**config.mk**
```make
export PLATFORM = sky130hd
export DESIGN_NAME = mem_sram_ctrl
export DESIGN_NICKNAME = d
export VERILOG_FILES = /design/src/rtl/mem_pkg.sv /design/src/rtl/mem_read_buf.sv /design/src/rtl/mem_sram_ctrl.sv
export SDC_FILE = /design/constraint.sdc
export NUM_CORES = 1
export LEC_CHECK = 0
export CAP_MARGIN = 10
export CORE_MARGIN = 2
export CORE_UTILIZATION = 35
export CTS_CLUSTER_DIAMETER = 80
export DETAILED_ROUTE_END_ITERATION = 8
export PLACE_DENSITY = 0.71
export SLEW_MARGIN = 20
export SYNTH_ARGS = -nofsm -noshare
export SYNTH_HDL_FRONTEND = slang
export SYNTH_SLANG_ARGS = --single-unit
```
**constraint.sdc**
```tcl
create_clock -name CLK -period 1.53 [get_ports CLK]
set_input_delay 0.2295 -clock CLK [delete_from_list [all_inputs] [get_ports CLK]]
set_output_delay 0.2295 -clock CLK [all_outputs]
set_load 0.02 [all_outputs]
```
**src/rtl/mem_pkg.sv**
```systemverilog
// Shared widths, state encoding and address map defaults
// for the SRAM-backed data memory stage.
package mem_pkg;

  localparam int SRAM_AW = 18;
  localparam int SRAM_DW = 16;
  localparam int WIDX_W  = SRAM_AW - 1;

  localparam logic [31:0] BASE_ADDR_DEF = 32'd1024;

  localparam logic [1:0] S_IDLE = 2'd0;
  localparam logic [1:0] S_LOW  = 2'd1;
  localparam logic [1:0] S_HIGH = 2'd2;
  localparam logic [1:0] S_DONE = 2'd3;

endpackage

```
**src/rtl/mem_read_buf.sv**
```systemverilog
// One-entry read buffer: word index, data and valid bit,
// filled by completed reads and kept coherent with writes.
module mem_read_buf
  import mem_pkg::*;
(
  input  logic              clk_i,
  input  logic              rst_i,
  input  logic [WIDX_W-1:0] lk_idx_i,
  output logic              hit_o,
  output logic [31:0]       data_o,
  input  logic              fill_i,
  input  logic              wr_i,
  input  logic [WIDX_W-1:0] idx_i,
  input  logic [31:0]       data_i
);

  logic              valid_q, valid_d;
  logic [WIDX_W-1:0] idx_q, idx_d;
  logic [31:0]       data_q, data_d;

  always_comb begin
    valid_d = valid_q;
    idx_d   = idx_q;
    data_d  = data_q;
    if (fill_i) begin
      valid_d = 1'b1;
      idx_d   = idx_i;
      data_d  = data_i;
    end else if (wr_i && valid_q && idx_i == idx_q) begin
      data_d  = data_i;
    end
  end

  always_ff @(posedge clk_i) begin
    if (rst_i) begin
      valid_q <= 1'b0;
      idx_q   <= '0;
      data_q  <= '0;
    end else begin
      valid_q <= valid_d;
      idx_q   <= idx_d;
      data_q  <= data_d;
    end
  end

  assign hit_o  = valid_q && (lk_idx_i == idx_q);
  assign data_o = data_q;

endmodule

```
**src/rtl/mem_sram_ctrl.sv**
```systemverilog
// MEM stage controller: 32-bit load/store over a 16-bit SRAM
// in two halves. Define MEM_READ_BUFFER_EN for a read buffer.
module mem_sram_ctrl
  import mem_pkg::*;
#(
  parameter int unsigned WAIT_CYCLES = 2,
  parameter logic [31:0] BASE_ADDR   = BASE_ADDR_DEF
) (
  input  logic               CLK,
  input  logic               RST,
  input  logic               MEM_R_EN,
  input  logic               MEM_W_EN,
  input  logic [31:0]        Address,
  input  logic [31:0]        Write_Data,
  output logic [31:0]        Read_Data,
  output logic               Ready,
  output logic               Freeze,
  output logic [SRAM_AW-1:0] SRAM_ADDR,
  output logic [SRAM_DW-1:0] SRAM_DQ_Out,
  input  logic [SRAM_DW-1:0] SRAM_DQ_In,
  output logic               SRAM_DQ_OE,
  output logic               SRAM_WE_N
);

  localparam logic [3:0] CNT_LAST = 4'(WAIT_CYCLES - 1);

  logic [1:0]        state_q, state_d;
  logic [3:0]        cnt_q, cnt_d;
  logic [WIDX_W-1:0] idx_q, idx_d;
  logic [31:0]       wdata_q, wdata_d;
  logic              wr_q, wr_d;
  logic [15:0]       lo_q, lo_d;
  logic [31:0]       rdata_q, rdata_d;

  logic [WIDX_W-1:0] idx_in;
  logic              req;
  logic              last;
  logic              act;
  logic              we;

  assign idx_in = WIDX_W'((Address - BASE_ADDR) >> 2);
  assign req    = MEM_R_EN | MEM_W_EN;
  assign last   = (cnt_q == CNT_LAST);

`ifdef MEM_READ_BUFFER_EN
  logic        hit;
  logic [31:0] hit_data;
  logic        fin;

  assign fin = (state_q == S_HIGH) && last;

  mem_read_buf u_buf (
    .clk_i    (CLK),
    .rst_i    (RST),
    .lk_idx_i (idx_in),
    .hit_o    (hit),
    .data_o   (hit_data),
    .fill_i   (fin && !wr_q),
    .wr_i     (fin && wr_q),
    .idx_i    (idx_q),
    .data_i   (wr_q ? wdata_q : {SRAM_DQ_In, lo_q})
  );
`endif

  always_comb begin
    state_d = state_q;
    cnt_d   = cnt_q;
    idx_d   = idx_q;
    wdata_d = wdata_q;
    wr_d    = wr_q;
    lo_d    = lo_q;
    rdata_d = rdata_q;
    unique case (state_q)
      S_IDLE: begin
        if (req) begin
          idx_d   = idx_in;
          wdata_d = Write_Data;
          wr_d    = MEM_W_EN;
          cnt_d   = '0;
          state_d = S_LOW;
`ifdef MEM_READ_BUFFER_EN
          if (!MEM_W_EN && hit) begin
            state_d = S_DONE;
            rdata_d = hit_data;
          end
`endif
        end
      end
      S_LOW: begin
        if (last) begin
          cnt_d   = '0;
          lo_d    = SRAM_DQ_In;
          state_d = S_HIGH;
        end else begin
          cnt_d   = cnt_q + 4'd1;
        end
      end
      S_HIGH: begin
        if (last) begin
          cnt_d   = '0;
          state_d = S_DONE;
          if (!wr_q) rdata_d = {SRAM_DQ_In, lo_q};
        end else begin
          cnt_d   = cnt_q + 4'd1;
        end
      end
      default: state_d = S_IDLE;
    endcase
  end

  always_ff @(posedge CLK) begin
    if (RST) begin
      state_q <= S_IDLE;
      cnt_q   <= '0;
      idx_q   <= '0;
      wdata_q <= '0;
      wr_q    <= 1'b0;
      lo_q    <= '0;
      rdata_q <= '0;
    end else begin
      state_q <= state_d;
      cnt_q   <= cnt_d;
      idx_q   <= idx_d;
      wdata_q <= wdata_d;
      wr_q    <= wr_d;
      lo_q    <= lo_d;
      rdata_q <= rdata_d;
    end
  end

  // Bus outputs decode straight from registered state
  assign act = (state_q == S_LOW) || (state_q == S_HIGH);
  assign we  = act && wr_q;

  assign SRAM_ADDR   = act ? {idx_q, state_q == S_HIGH} : '0;
  assign SRAM_DQ_Out = !we ? '0 :
                       (state_q == S_HIGH) ? wdata_q[31:16] : wdata_q[15:0];
  assign SRAM_DQ_OE  = we;
  assign SRAM_WE_N   = ~we;

  assign Read_Data = rdata_q;
  assign Ready     = (state_q == S_DONE);
  assign Freeze    = req & ~Ready;

endmodule

```
-- Yosys cells after proc, flatten, opt, wreduce, memory -nomap -nowiden
Index checks and enable logic that the tools add are counted.
- flip-flop bits (word level): 104
- input port bits: 84
- output and inout bits: 70
- logic and storage cells: 41
- add/sub/neg operators: 2
- equality and inequality tests: 7
- muxes and demuxes: 10
- bitwise gates (word level): 5
- reductions and logical operators: 10
- operators with widths (cell ; number):
    two-way mux 16 bit ; 2
    subtractor 19 x 11 -> 19 bit, second input constant ; 1
    two-way mux 18 bit ; 1
    two-way mux 4 bit ; 2
    case mux 4 bit (2 select lines) ; 1
    two-way mux 2 bit ; 3
    != test 2 bit, second input constant ; 3
    case mux 2 bit (3 select lines) ; 1
    AND reduction 2 bit ; 3
    AND reduction 3 bit ; 2
    adder 4 x 1 -> 4 bit, second input constant ; 1
    equality test 2 bit, second input constant ; 2
    equality test 4 x 1 -> 1 bit, second input constant ; 1
    NOT 1 bit ; 3
    equality test 2 x 1 -> 1 bit, second input constant ; 1
    logical NOT 2 bit ; 1
    nonzero test 2 bit ; 1
    OR reduction 2 bit ; 1
    bitwise AND 1 bit ; 1
    logical AND 1 bit ; 1
    logical OR 1 bit ; 1
    OR 1 bit ; 1

-- Depth between registers and ports, before layout
Gate-level depths: netlist of run 1.
- depth in word-level cells: 4
- depth in mapped cells: 7

-- Least setup slack after synthesis of run 1
OpenSTA, ideal clock, no wires.
- kind: reg-to-output
- start: register state_q[0]
- end: output port SRAM_DQ_Out[10]
- arrival: 1.622 ns
- setup slack: -0.321 ns
- stages on the path, launching flop included: 7
- path buffers: 2
- cell sequence: dfxtp_1 > inv_1 > ha_1 > buf_2 > buf_2 > mux2i_1 > nor2_1
- cells in the longest elaborated chain, start to end: 4
- elaborated cells on any way between the ends: 6
- those cells by class: 2 x eq/ne; 2 x mux; 2 x reduce/logical
- ends and longest elaborated chain (element ; line ; RTL):
    from (decl) ; mem_sram_ctrl.sv:27 ; logic [1:0] state_q, state_d;
    from (signal assigned) ; mem_sram_ctrl.sv:121 ; state_q <= state_d;
    equality test 2 x 1 -> 1 bit / equality test 2 bit (equally long branches) ; mem_sram_ctrl.sv:132, mem_sram_ctrl.sv:137 ;
    logical OR 1 bit ; mem_sram_ctrl.sv:132 ; assign act = (state_q == S_LOW) || (state_q == S_HIGH);
    logical AND 1 bit ; mem_sram_ctrl.sv:133 ; assign we = act && wr_q;
    two-way mux 16 bit (*) ; mem_sram_ctrl.sv:136 ; assign SRAM_DQ_Out = !we ? '0 :
    to (decl) ; mem_sram_ctrl.sv:19 ; output logic [SRAM_DW-1:0] SRAM_DQ_Out,
Every way passes the cells marked *; elsewhere a longest branch is shown, timed or not.

-- Worst setup path in the final report of run 1
- start: register state_q[1]
- end: output port SRAM_DQ_Out[0]
The elaborated chain is that of the path after synthesis.

==> impl_metrics.toml, run 1 <==
[logic_synthesis]
syn_avg_cell_area_um2 = 7.98
synth_area_leaders = "dfxtp_1 (48%), a21oi_1 (11%), nand2_1 (10%), o21ai_0 (4.3%), mux2i_1 (4.1%)"
yosysTopAreaCellShare_pct = 47.6
synth-seq-cells = 104
synthesis.nets = 639
synth-seq-area-share_pct = 47.6
syn_area_um2 = 4370
synth_top_area_cell = "dfxtp_1"
syn_inst = 548
yosysUniqueCellTypes = 38
yosys_warnings = 0

[clock_network]
clock-sinks = 104
numCtsBuffers = 9
ctsRootBufferMaster = "clkbuf_16"
h-tree-depth = 3
cts.reportedPaths.clkPinSlew_ps = 80
clock_latency_ps = 340
clockBufferDepth = 2
tritoncts = "done"

[setup_path]
worstSetupPathType = "flop to output port"
crit_fanout = 6
worstPathArrival_ps = 1660
critPathRequiredTime_ps = 1300
startpoint_type = "flop"
endpoint_kind = "output port"

[placed_design]
port_buffers = 138
place_area_um2 = 6360
place_inst = 853
dp_hpwl_mm = 8.49
gp_congestion = 0.811

[power]
power_mw = 11.4
pwr_density_cell_nw_per_um2 = 1560
p_leak_nw = 3.11
peakVddDrop_uv = 815

[outcome]
violations = "setup timing"
status = "finished with violations"

[detailed_routing]
drt_pass1_iterations = 4
routed_wl_mm = 13.8
antenna_left = 0
wl_per_cell_um = 15.5
drc = 0
initialDrtViolationCount = 403
viasPerCell = 5.08
num_vias = 4518

[sta]
hold_violations = 0
slew_violations = 0
rsz0062_at_grt = "true"
relSlewSlack_pct = 67.1
final.setup.worst_slack_ps = -359
tightest_slew_ps = 494
max_freq_mhz = 529
holdWs_ps = 259
fin_crit_ps = 1890
clock_skew_ps = 5.26
finalSetupViolCount = 76
min_period_over_period_pct = 123

[global_route]
grt_pass1_wl_mm = 21.3
grt_overflow = 0
grt_antenna_before_repair = 0
track_usage_pct = 20.0
grt_max_degree = 49
grt_pass1_vias = 4395

[floorplanning]
row_count = 40
die_area_um2 = 13400
die_w_um = 116
die_h_um = 116
core_um2 = 12100
ios = 154
initial_core_util_pct = 36.1

[finish]
final_core_util_pct = 60.4
fin_cells = 890
drive_gt1_share_pct = 26.3
nets = 808
design_area_um2 = 7310
area_growth_pct = 67.2
diodes = 0

[min_path]
hold_path.class = "input pin to flop"

[run]
maxCapViolCount = 0
## final cells by class
type                       count  area (µm²)
clock buffer                   9         225
clock inverter                 7        86.3
fill                        1048        4800
inverter                       9        36.3
multi-input combinational    391        2500
sequential                   104        2090
tap                          168         210
timing repair buffer         202        2170
## layout by cell type, fill, tap and decap left out, types with 5 or more instances in the layout
| cell | instances |
|---|---|
| a211oi_1 | 7 |
| a21oi_1 | 87 |
| and2_1 | 5 |
| and2_2 | 10 |
| buf_12 | 10 |
| buf_16 | 6 |
| buf_4 | 62 |
| buf_6 | 20 |
| clkbuf_16 | 10 |
| clkdlybuf4s50_1 | 67 |
| dfxtp_1 | 100 |
| dlygate4sd2_1 | 11 |
| dlymetal6s2s_1 | 21 |
| inv_1 | 7 |
| mux2i_1 | 6 |
| mux2i_4 | 9 |
| nand2_1 | 117 |
| nand3_1 | 33 |
| nor2_1 | 11 |
| nor2_4 | 9 |
| o21ai_0 | 30 |
| o21ai_2 | 5 |
## final timing paths
check,from,end,slack (ps),depth (start not counted)
worst max register to register,state_q[1],cnt_q[2],-310,7
worst max-delay path,state_q[1],SRAM_DQ_Out[0],-360,7
worst min-delay path,RST,wdata_q[27],260,2
worst min register to register,idx_q[3],idx_q[3],450,2
## state kept, by name, indices dropped and copies added, names as in the netlist
signal     count
idx_q         17
state_q        2
Read_Data     32
cnt_q          4
lo_q          16
wr_q           1
wdata_q       32
## routing by layer
metal	share of wire, %	vias to the layer above	GRT usage [%]
li1	-	2209	-
met1	40	2089	24.2
met2	50	204	33.9
met3	9.1	16	5.75
met4	1.5	0	7.14
met5	0	-	0
## report_power, final
part	switching (mW)	total, mW	internal (mW)
combinational	2.81	5.67	2.86
clock	1.15	2.32	1.17
sequential	0.278	3.39	3.12
## cell families after synthesis
family	count (synthesis)	share of synthesized area, %
muxes	18	4.12
adders and majority gates	7	2.00
AOI/OAI and AO/OA	148	18.1
and+or+nand+nor	215	22.7
xor gates and xnor gates	3	0.601
DFF	104	47.6
buffers and inverters	53	4.86
## cells in the mapped netlist (all sizes together)
| master | n |
|---|---|
| or4 | 1 |
| mux2i | 18 |
| nand3 | 33 |
| a211oi | 7 |
| a21oi | 92 |
| nor2b | 2 |
| or3b | 1 |
| or4b | 1 |
| nand2 | 118 |
| o311ai | 1 |
| o31ai | 3 |
| nor3b | 6 |
| a31oi | 1 |
| and2 | 17 |
| or3 | 3 |
| buf | 12 |
| o211ai | 2 |
| nand4bb | 1 |
| dfxtp | 104 |
| or2 | 1 |
| nor4 | 1 |
| clkbuf | 32 |
| xnor2 | 3 |
| nand2b | 1 |
| nor2 | 22 |
| nor4bb | 1 |
| o41ai | 1 |
| nand4 | 2 |
| nor3 | 3 |
| and4 | 1 |
| o21a | 1 |
| o32ai | 1 |
| inv | 9 |
| o21ai | 39 |
| ha | 7 |
## per-stage QoR
step	TNS (ps)	setup slack (ps)
after global routing	-22300	-427
after detailed placement	-21070	-443
after floorplan	-212	-31.7
final	-15710	-359
after global placement	-19760	-396
after CTS	-13230	-354
## what timing repair did
item / CTS / global route
hold buffers: 0 / 0
gates cloned: 7 / 2
endpoints found under the setup margin: 80 / 124
pin swaps: 4 / 4
gates resized for setup: 262 / 47
buffers inserted: 9 / 3
## worst max-delay path, stage by stage (launching register included)
cell and delay (ps):
dfxtp_2 340, buf_6 100, ha_4 160, buf_12 120, buf_16 130, mux2i_2 240
nor2_1 70, buf_4 160
No activity file was read; power rests on OpenSTA's default activity.
==> run 2, diff against run 1 <==
Settings changed: CORE_ASPECT_RATIO from default to 1.1.
==> run 2 against run 1 <==
Net effect: count of clock-buffer cells in the layout increased by 3; global-route usage increased by 0.72 points; the run still ends with setup timing left; clock power decreased by 4%; sequential power about the same; flip-flop and latch count unchanged; core utilization decreased by 0.085 points; register-to-register slack about the same.
==> impl_metrics.toml, run 2 (same netlist as run 1, synthesis figures left out) <==
[outcome]
status = "finished with violations"
violations = "setup timing"

[finish]
layout_common_cells = "nand2_1 (117), dfxtp_1 (102), a21oi_1 (84)"
nets = 806
drive_gt1_share_pct = 26.8
final_common_cell = "nand2_1"
diodes = 0
area_growth_pct = 67.3
final_core_util_pct = 60.3

[detailed_routing]
met3_length_mm = 1.05
antenna_left = 0
drt_pass1_iterations = 5
initialDrtViolationCount = 288
routed_wl_mm = 14.0
num_vias = 4553
met2_length_mm = 6.96
wl_per_cell_um = 16.0
viasPerCell = 5.22
drc = 0
highest_layer = "met4"
wl_met1_mm = 5.71

[setup_path]
cpMaxStageDelayCell = "dfxtp_4"
crit_chain = "buf_6 -> ha_4 -> buf_12 -> mux2i_2 -> nor2_2 -> buf_4"
crit_cells = 6
reg2regPathDepth = 7
cp_num_buf_inv = 3
cp_top_family = "buffers and inverters"
worstPathArrival_ps = 1610
startpoint_type = "flop"
critPathMaxStageDelay_ps = 350
worstSetupPathType = "flop to output port"
critPathRequiredTime_ps = 1300
crit_fanout = 6
endpoint_kind = "output port"

[sta]
slew_violations = 0
max_freq_mhz = 544
final.setup.worst_slack_ps = -307
finalSetupViolCount = 77
relSlewSlack_pct = 65.7
holdWs_ps = 218
fin_crit_ps = 1840
hold_violations = 0
rsz0062_at_grt = "true"
min_period_over_period_pct = 120
tightest_slew_ps = 514
clock_skew_ps = 8.25

[placed_design]
gp_congestion = 0.866
port_buffers = 138
dp_hpwl_mm = 9.12
dpl_worst_slack_ps = -426

[power]
peakVddDrop_uv = 844
pwr_density_cell_nw_per_um2 = 1530
power.switching_mw = 4.06
p_int_mw = 7.11
power_frac_clock_pct = 19.9
combPwrFrac_pct = 49.5
swShare_pct = 36.4
p_leak_nw = 2.93
seqPwrFrac_pct = 30.6

[clock_network]
tritoncts = "done"
cts.reportedPaths.clkPinSlew_ps = 70
clock-sinks = 104
ctsRootBufferMaster = "clkbuf_16"
postCtsHoldBufs = 0
h-tree-depth = 3
clock_latency_ps = 350
numCtsBuffers = 9
clockBufferDepth = 2

[global_route]
track_usage_pct = 20.7
grt_max_degree = 49
grt_overflow = 0
grt_pass1_wl_mm = 22.6
grt_antenna_before_repair = 0
grt_pass1_vias = 4574

[min_path]
hold_depth = 2
hold_path.class = "input pin to flop"

[run]
maxCapViolCount = 0

[floorplanning]
die_h_um = 121
die_w_um = 111
die_area_um2 = 13400
initial_core_util_pct = 36.0
core_um2 = 12100
ios = 154
row_count = 42
run 2: cell types whose count changed in the layout (fill, tap and decap cells not counted), moves of 4 or more:
cell             delta
o21ai_2             -4
mux2i_4             +4
dlygate4sd2_1       +7
clkdlybuf4s50_1     +4
buf_4              -22
nor2_1              -6
buf_6              +22
dlymetal6s2s_1     -11
and2_4              +4
o21ai_0             +4
run 2: through the flow:
step                instance area, µm²  std cells  setup TNS (ps)  power, mW
finish                            7320        873          -16530       11.2
global route                      7320        873          -22220       11.8
CTS                               7110        866          -16220       10.9
detailed placement                6430        844          -28070       7.79
global placement                  6430        844          -23630       7.68
floorplan                         4550        548            -212       5.86
run 2: power groups by stage:
stage | Clock (mW) | Sequential [mW] | Combinational (mW)
after floorplan | 0 | 3.36 | 2.50
after global placement | 0 | 3.39 | 4.29
after detailed placement | 0 | 3.40 | 4.39
after CTS | 2.25 | 3.41 | 5.26
after global routing | 2.36 | 3.46 | 5.94
final | 2.22 | 3.42 | 5.53
run 2: worst paths after layout:
path                                         to   startpoint  slack (ps)
worst min-delay path                       wr_q          RST         220
worst min register to register      wdata_q[19]  wdata_q[19]         460
worst max-delay path            SRAM_DQ_Out[15]   state_q[1]        -310
worst max register to register         cnt_q[2]   state_q[1]        -310
run 2: cell type report:
type | instances | area [µm²]
multi-input cells | 391 | 2540
repair buffers | 200 | 2170
fillers | 1001 | 4820
clock buffers | 12 | 256
well taps | 154 | 193
clock inverters | 3 | 26.3
flip-flops and latches | 104 | 2090
inverters | 9 | 41.3
run 2: metal layers:
| layer | vias up | GRT usage (%) |
|---|---|---|
| met5 | - | 0 |
| met4 | 0 | 6.88 |
| met3 | 21 | 5.49 |
| met2 | 191 | 36.8 |
| met1 | 2136 | 24.3 |
| li1 | 2205 | - |
run 2: repair_timing:
item	4_1_cts	5_1_grt
buffers inserted	3	6
setup endpoints to repair	94	113
gates resized for setup	296	44
cloned	4	2
pin swaps	7	7
==> run 3, diff against run 2 <==
Settings changed: ABC_AREA from default to 1, GPL_ROUTABILITY_DRIVEN from default to 0, MAX_ROUTING_LAYER from default to met4.
==> run 3 against run 2 <==
Net effect: the run still ends with setup timing left; flip-flop and latch count stayed put; sequential power is 5% higher; highest routed layer unchanged; setup slack worse by 8.6 ps; cell area is 5.1% lower; largest power group unchanged; cell count is 6.4% higher; hold slack better by 250 ps; routed wire length is 11% lower; critical endpoint is now SRAM_DQ_Out[2]; clock power is 7% higher; global-route usage is 2.4 points lower; non-clock buffer count is 29 lower; count of clock-buffer cells in the layout is 3 lower.
==> impl_metrics.toml, run 3 <==
[outcome]
status = "finished with violations"
violations = "setup timing"

[min_path]
holdPathEnd = "wdata_q[9]"
holdCritStartpoint = "Write_Data[9]"
hold_path.class = "input pin to flop"
hold_depth = 3

[detailed_routing]
viasPerCell = 4.73
wl_per_cell_um = 13.4
antenna_left = 0
drt_pass1_iterations = 5
drc = 0
initialDrtViolationCount = 247
num_vias = 4391
routed_wl_mm = 12.4

[power]
swShare_pct = 37.8
power.switching_mw = 3.93
pwr_density_cell_nw_per_um2 = 1500
seqPwrFrac_pct = 34.5
p_int_mw = 6.48
combPwrFrac_pct = 42.6
power_frac_clock_pct = 22.9
power_mw = 10.4
p_leak_nw = 3.24
peakVddDrop_uv = 876

[global_route]
grt_max_degree = 36
grt_pass1_vias = 4101
grt_overflow = 0
grt_pass1_wl_mm = 19.8
track_usage_pct = 18.3
grt_antenna_before_repair = 0

[setup_path]
crit_chain = "inv_4 -> ha_4 -> nand2_8 -> buf_16 -> a21oi_2 -> buf_6"
crit_fanout = 5
worstPathArrival_ps = 1620
endpoint_kind = "output port"
r2r_end = "Read_Data[5]"
critPathRequiredTime_ps = 1300
critPathMaxStageDelay_ps = 360
worstSetupPathType = "flop to output port"
startpoint_type = "flop"
r2r_slack_ps = -50
r2r_start = "state_q[1]"
reg2regPathDepth = 9
cpMaxStageDelayCell = "dfxtp_2"

[placed_design]
port_buffers = 138
dp_hpwl_mm = 8.41
dpl_worst_slack_ps = -447

[logic_synthesis]
synthesis.nets = 712
yosys-top-cells-count = "nor2_1 (175), dfxtp_1 (104), nand2_1 (97)"
yosysTopAreaCellShare_pct = 46.7
synth-main-ff-cell = "dfxtp_1"
synth_top_area_cell = "dfxtp_1"
yosysUniqueCellTypes = 27
synth.most_common_cell = "nor2_1"
synth_edf_count = 0
synth_area_leaders = "dfxtp_1 (47%), nor2_1 (15%), nand2_1 (8.2%), o21ai_0 (7.6%), a21oi_1 (4.3%)"
synth-seq-cells = 104
syn_inst = 621
yosys_warnings = 0
syn_area_um2 = 4460
synth-seq-area-share_pct = 46.7
synthArstFlopShare_pct = 0
syn_avg_cell_area_um2 = 7.18

[sta]
fin_crit_ps = 1850
relSlewSlack_pct = 64.8
rsz0062_at_grt = "true"
min_period_over_period_pct = 121
slew_violations = 0
tightest_slew_ps = 528
clock_skew_ps = 8.68
holdWs_ps = 465
finalSetupViolCount = 61
hold_violations = 0
max_freq_mhz = 542
fin_setup_tns_ps = -8400
final.setup.worst_slack_ps = -316

[finish]
diodes = 0
layout_common_cells = "nor2_1 (173), dfxtp_1 (102), nand2_1 (97)"
nets = 858
area_growth_pct = 55.6
final_core_util_pct = 55.4
final_common_cell = "nor2_1"
drive_gt1_share_pct = 19.3

[clock_network]
cts_setup_buffers = 0
numCtsBuffers = 9
ctsRootBufferMaster = "clkbuf_16"
clock-sinks = 104
tritoncts = "done"
clockBufferDepth = 2
cts.reportedPaths.clkPinSlew_ps = 80
clock_latency_ps = 340
h-tree-depth = 3

[floorplanning]
initial_core_util_pct = 35.6
die_area_um2 = 13700
die_w_um = 112
core_um2 = 12500
ios = 154
die_h_um = 122
row_count = 43

[run]
maxCapViolCount = 0
## run 3: cell count changes in the layout (fill, tap and decap cells not counted), moves of 9 or more
| cell | delta |
|---|---|
| mux2i_4 | -13 |
| inv_1 | +25 |
| buf_4 | -20 |
| buf_6 | -14 |
| o21ai_1 | +12 |
| and2_2 | -9 |
| nor2_4 | -9 |
| nor2_1 | +168 |
| o21ai_0 | +13 |
| a21oi_1 | -62 |
| o21ai_2 | +16 |
| a21oi_4 | +11 |
| nand2_1 | -20 |
## run 3: metrics by stage
step / instance area (µm²) / instances
4_1_cts: 6710 / 927
5_1_grt: 6940 / 929
3_3_place_gp: 6230 / 908
6_report: 6940 / 929
2_1_floorplan: 4600 / 621
3_5_place_dp: 6230 / 908
## run 3: cell type report
class	count	area, µm²
fill	1155	5600
timing repair buffer	171	1890
multi-input combinational	436	2260
clock inverter	7	80.1
tap	157	196
inverter	45	203
sequential	104	2080
clock buffer	9	225
## run 3: worst max path at each step
stage | end | slack (ps) | from
2_1_floorplan | SRAM_ADDR[11] | -20 | state_q[1]
3_3_place_gp | SRAM_DQ_Out[2] | -420 | state_q[0]
3_5_place_dp | SRAM_DQ_Out[3] | -450 | state_q[0]
4_1_cts | SRAM_ADDR[13] | -290 | state_q[0]
5_1_grt | SRAM_DQ_Out[1] | -360 | state_q[0]
6_report | SRAM_DQ_Out[2] | -320 | state_q[0]
## run 3: power groups by stage
| stage | logic (mW) | clock network (mW) | registers (mW) |
|---|---|---|---|
| after floorplan | 2.46 | 0 | 3.67 |
| after global placement | 3.98 | 0 | 3.62 |
| after detailed placement | 4.01 | 0 | 3.62 |
| after CTS | 4.26 | 2.42 | 3.58 |
| after global routing | 4.88 | 2.53 | 3.67 |
| final | 4.44 | 2.38 | 3.59 |
## run 3: cells by family after synthesis
kind of cell	synth area share (%)
compound gates	13.8
xor+xnor	0.196
fa+ha+maj	1.96
buf+inv	9.25
flops	46.7
simple gates	28.2
## run 3: what timing repair did
action,4_1_cts,5_1_grt
gates cloned,3,2
setup endpoints to repair,86,92
hold buffers,0,0
resized for setup,229,99
pin swaps,2,5
## run 3: per-layer routing
metal  routed length (µm)  share of wire [%]  up-vias  track usage, %
met5                    0                  0        -               -
met4                   87               0.70        0            5.56
met3                  824                6.6        5            4.00
met2                 5940                 48      143            30.1
met1                 5600                 45     1991            22.8
li1                     -                  -     2252               -
## run 3: critical path: cells and delay by family, from the launching register on
kind                     cells  cell delay [ps]
AND/OR/NAND/NOR              1              100
adder cells (fa/ha/maj)      1              310
AO/OA/AOI/OAI                1              130
buffers and inverters        3              370
flip-flops                   1              360
==> RTL edit 1: new RTL, config.mk and constraints of run 2 <==
`SRAM_AW`: 18 -> 36.
--- a/src/rtl/mem_pkg.sv
+++ b/src/rtl/mem_pkg.sv
@@ -4,3 +4,3 @@
 
-  localparam int SRAM_AW = 18;
+  localparam int SRAM_AW = 36;
   localparam int SRAM_DW = 16;
Interface: changed (resized SRAM_ADDR); port bits go from 154 to 172. No check against the original RTL was run, so the function may have changed too.
==> RTL edit 1 against run 2 <==
The flow still finishes with violations (setup timing). Largest power group unchanged. Clock skew increased by 0.0026 ns. Count of clock-buffer cells in the layout up 5. Routed wire length rose by 16%. Fmax down 5.3%. Synthesized area up 16%. Critical endpoint is now SRAM_ADDR[16]. Design area rose by 26%. Critical path depth unchanged. Utilization rose by 4.4 points. Sequential cell count is 14 higher. Worst setup slack worse by 0.10 ns. Total power grew 27%.
==> RTL edit 1: results (changes against run 2) <==
Route
  – Metal3 WL: 966 um (was 1050 um)
  – Routed WL: 16,200 um (was 14,000 um)
  – Via/cell ratio: 4.89 (was 5.22)

Timing
  – Post-route setup slack: -0.409 ns (was -0.307 ns)
  – # setup viols final: 91 (was 77)
  – WHS: 0.146 ns (was 0.218 ns)

Run status
  – Failing checks: setup timing (unchanged)
  – Status: complete, but fails checks (unchanged)

Logic synthesis
  – Cell variety after synth: 39 (was 38)
  – Register area share after synthesis: 46.6% (was 47.6%)

Critical path
  – CP max stage delay: 0.38 ns (was 0.35 ns)
  – Reg2Reg Setup Slack: -0.16 ns (was -0.31 ns)
  – Reg2Reg Depth: 8 (was 7)
  – R2r startpoint: cnt_q[1] (was state_q[1])
  – Worst path slowest cell: ha_4 (was dfxtp_4)

Layout
  – # nets final: 983 (was 806)

Power
  – Worst VDD drop: 908 uV (was 844 uV)
  – Lkg Pwr: 3.92 nW (was 2.93 nW)
  – Clk. pwr: 4.08 mW (was 2.22 mW)

Clocking
  – H-tree depth: 4 (was 3)
  – Post-CTS Setup Inserts: 17 (was 3)
  – Post_cts resized: 430 (was 296)

GRT
  – GR Layer Usage met2: 34.2% (was 36.8%)
  – Vias in the first global route: 5,075 (was 4,574)
  – GR Layer Usage met1: 24.0% (was 24.3%)

Hold path
  – WHS Endpoint: wdata_q[14] (was wr_q)

Placed design
  – Routability-driven placement congestion ratio: 0.876 (was 0.866)
-- RTL edit 1: final cells by class --
class | instances | area [sq um]
multi-input combinational | 480 | 3240
clock inverter | 15 | 180
fill | 1202 | 5040
timing repair buffer | 268 | 2730
clock buffer | 17 | 425
sequential | 118 | 2370
inverter | 7 | 47.5
tap | 192 | 240
-- RTL edit 1: cell families (layout without fill, tap and decap cells) --
kind of cell               Yosys count  in the layout  synth area share [%]
AOI/OAI and AO/OA                  134            134                  15.2
xor gates and xnor gates             9              9                  1.55
adders and majority gates            7              7                  1.73
buffers and inverters               54            307                  4.29
DFF                                118            118                  46.6
muxes                               17             17                  3.36
other                                1              2                0.0740
and+or+nand+nor                    310            311                  27.2
-- RTL edit 1: worst max-delay path: cells and delay by family (launching register included) --
kind,cells,cell delay (ns)
buf+inv,4,0.44
fa+ha+maj,1,0.38
flops,1,0.35
simple gates,1,0.13
==> RTL edit 2: new RTL, flow settings as in run 2 <==
Made on the original files. `wdata_q`, `lo_q` and `rdata_q` no longer have a reset.
--- a/src/rtl/mem_sram_ctrl.sv
+++ b/src/rtl/mem_sram_ctrl.sv
@@ -115,6 +115,3 @@
       idx_q   <= '0;
-      wdata_q <= '0;
       wr_q    <= 1'b0;
-      lo_q    <= '0;
-      rdata_q <= '0;
     end else begin
@@ -123,7 +120,10 @@
       idx_q   <= idx_d;
-      wdata_q <= wdata_d;
       wr_q    <= wr_d;
-      lo_q    <= lo_d;
-      rdata_q <= rdata_d;
     end
+  end
+
+  always_ff @(posedge CLK) begin
+    wdata_q <= wdata_d;
+    lo_q    <= lo_d;
+    rdata_q <= rdata_d;
   end
Check against the original RTL: differs if RST is asserted again (counterexample within 10 cycles, from zero or initial values and one cycle with RST high); with RST held inactive, the same outputs for 10 cycles.
==> RTL edit 2 against run 2 <==
Worst setup slack got worse by 0.026 ns. Total power down 1.1%. Non-clock buffer count grew 3. Sequential cell count stayed put. Synthesized area is 10% lower. Fmax down 1.4%. Routed wire length fell by 30%. Critical path type unchanged. Design area is 3.7% lower. The run still ends with setup timing left.
==> RTL edit 2: results (changes against run 2) <==
Run status
  – Status: complete, but fails checks (unchanged)
  – Failing checks: setup timing (unchanged)

Critical path
  – Crit-path leading delay family: flip-flops (was buffers and inverters)
  – Reg2Reg Depth: 6 (was 7)
  – CP max stage delay: 0.40 ns (was 0.35 ns)
  – Crit Path Max Fanout: 4 (was 6)

GRT
  – Vias in the first global route: 2,974 (was 4,574)
  – Pin count of the biggest net entering global routing: 41 (was 49)
  – First-pass GRT wire length: 14,600 um (was 22,600 um)
  – Global-route usage over all layers: 15.6% (was 20.7%)

Logic synthesis
  – Largest cells by area after synthesis: edfxtp_1 61%, dfxtp_1 12%, mux2i_1 4.3% (was dfxtp_1 48%, a21oi_1 11%, nand2_1 10%)
  – Post-synthesis adder-cell area fraction: 2.23% (was 2.00%)
  – Mux cell area share after synthesis: 4.62% (was 4.12%)
  – Register area share after synthesis: 73.4% (was 47.6%)

Layout
  – Clock buf/inv share: 4.09% (was 3.87%)
  – Inverters: 8 (was 9)
  – Buffer share of cell area: 32.6% (was 29.6%)
  – Sequential cell area share: 41.1% (was 28.5%)
  – Flip-flop and latch count: 104 (unchanged)

Timing
  – Post-route setup slack: -0.333 ns (was -0.307 ns)
  – Max-slew headroom: 73.7% (was 65.7%)
  – Final Skew: 0.00915 ns (was 0.00825 ns)
  – WHS: 0.141 ns (was 0.218 ns)
  – # setup viols final: 74 (was 77)

Route
  – TritonRoute pass-1 iters: 4 (was 5)
  – DR iter-0 viols: 88 (was 288)

Placed design
  – Routability-driven placement congestion ratio: 0.773 (was 0.866)
  – Detail Placement HPWL: 5850 um (was 9120 um)

Power
  – Lkg Pwr: 2.79 nW (was 2.93 nW)
==> RTL edit 2: cell types whose count changed in the layout (fill, tap and decap cells not counted), moves of 29 or more <==
cell	run 2	this run
dfxtp_1	102	20
a21oi_1	84	9
nand3_1	33	1
o21ai_0	34	5
edfxtp_1	0	80
nand2_1	117	18
==> RTL edit 2: through the flow <==
stage / util, % / area, sq um / total power [mW] / std cells
detailed placement: 54.5 / 5940 / 7.09 / 586
floorplan: - / 4100 / 5.71 / 274
global route: 64.6 / 7040 / 11.6 / 629
global placement: 54.5 / 5940 / 7.01 / 586
finish: 64.6 / 7040 / 11.0 / 629
CTS: 61.6 / 6730 / 10.5 / 623
==> RTL edit 2: path summary, 6_finish.rpt <==
check	endpoint
worst max-delay path	SRAM_DQ_Out[0]
worst min-delay path	idx_q[8]
worst max register to register	cnt_q[1]
worst min register to register	Read_Data[11]
==> RTL edit 2: report_power, final <==
group | switching, mW | internal, mW
sequential | 0.247 | 3.67
combinational | 2.22 | 2.72
clock | 1.05 | 1.14
total | 3.52 | 7.53
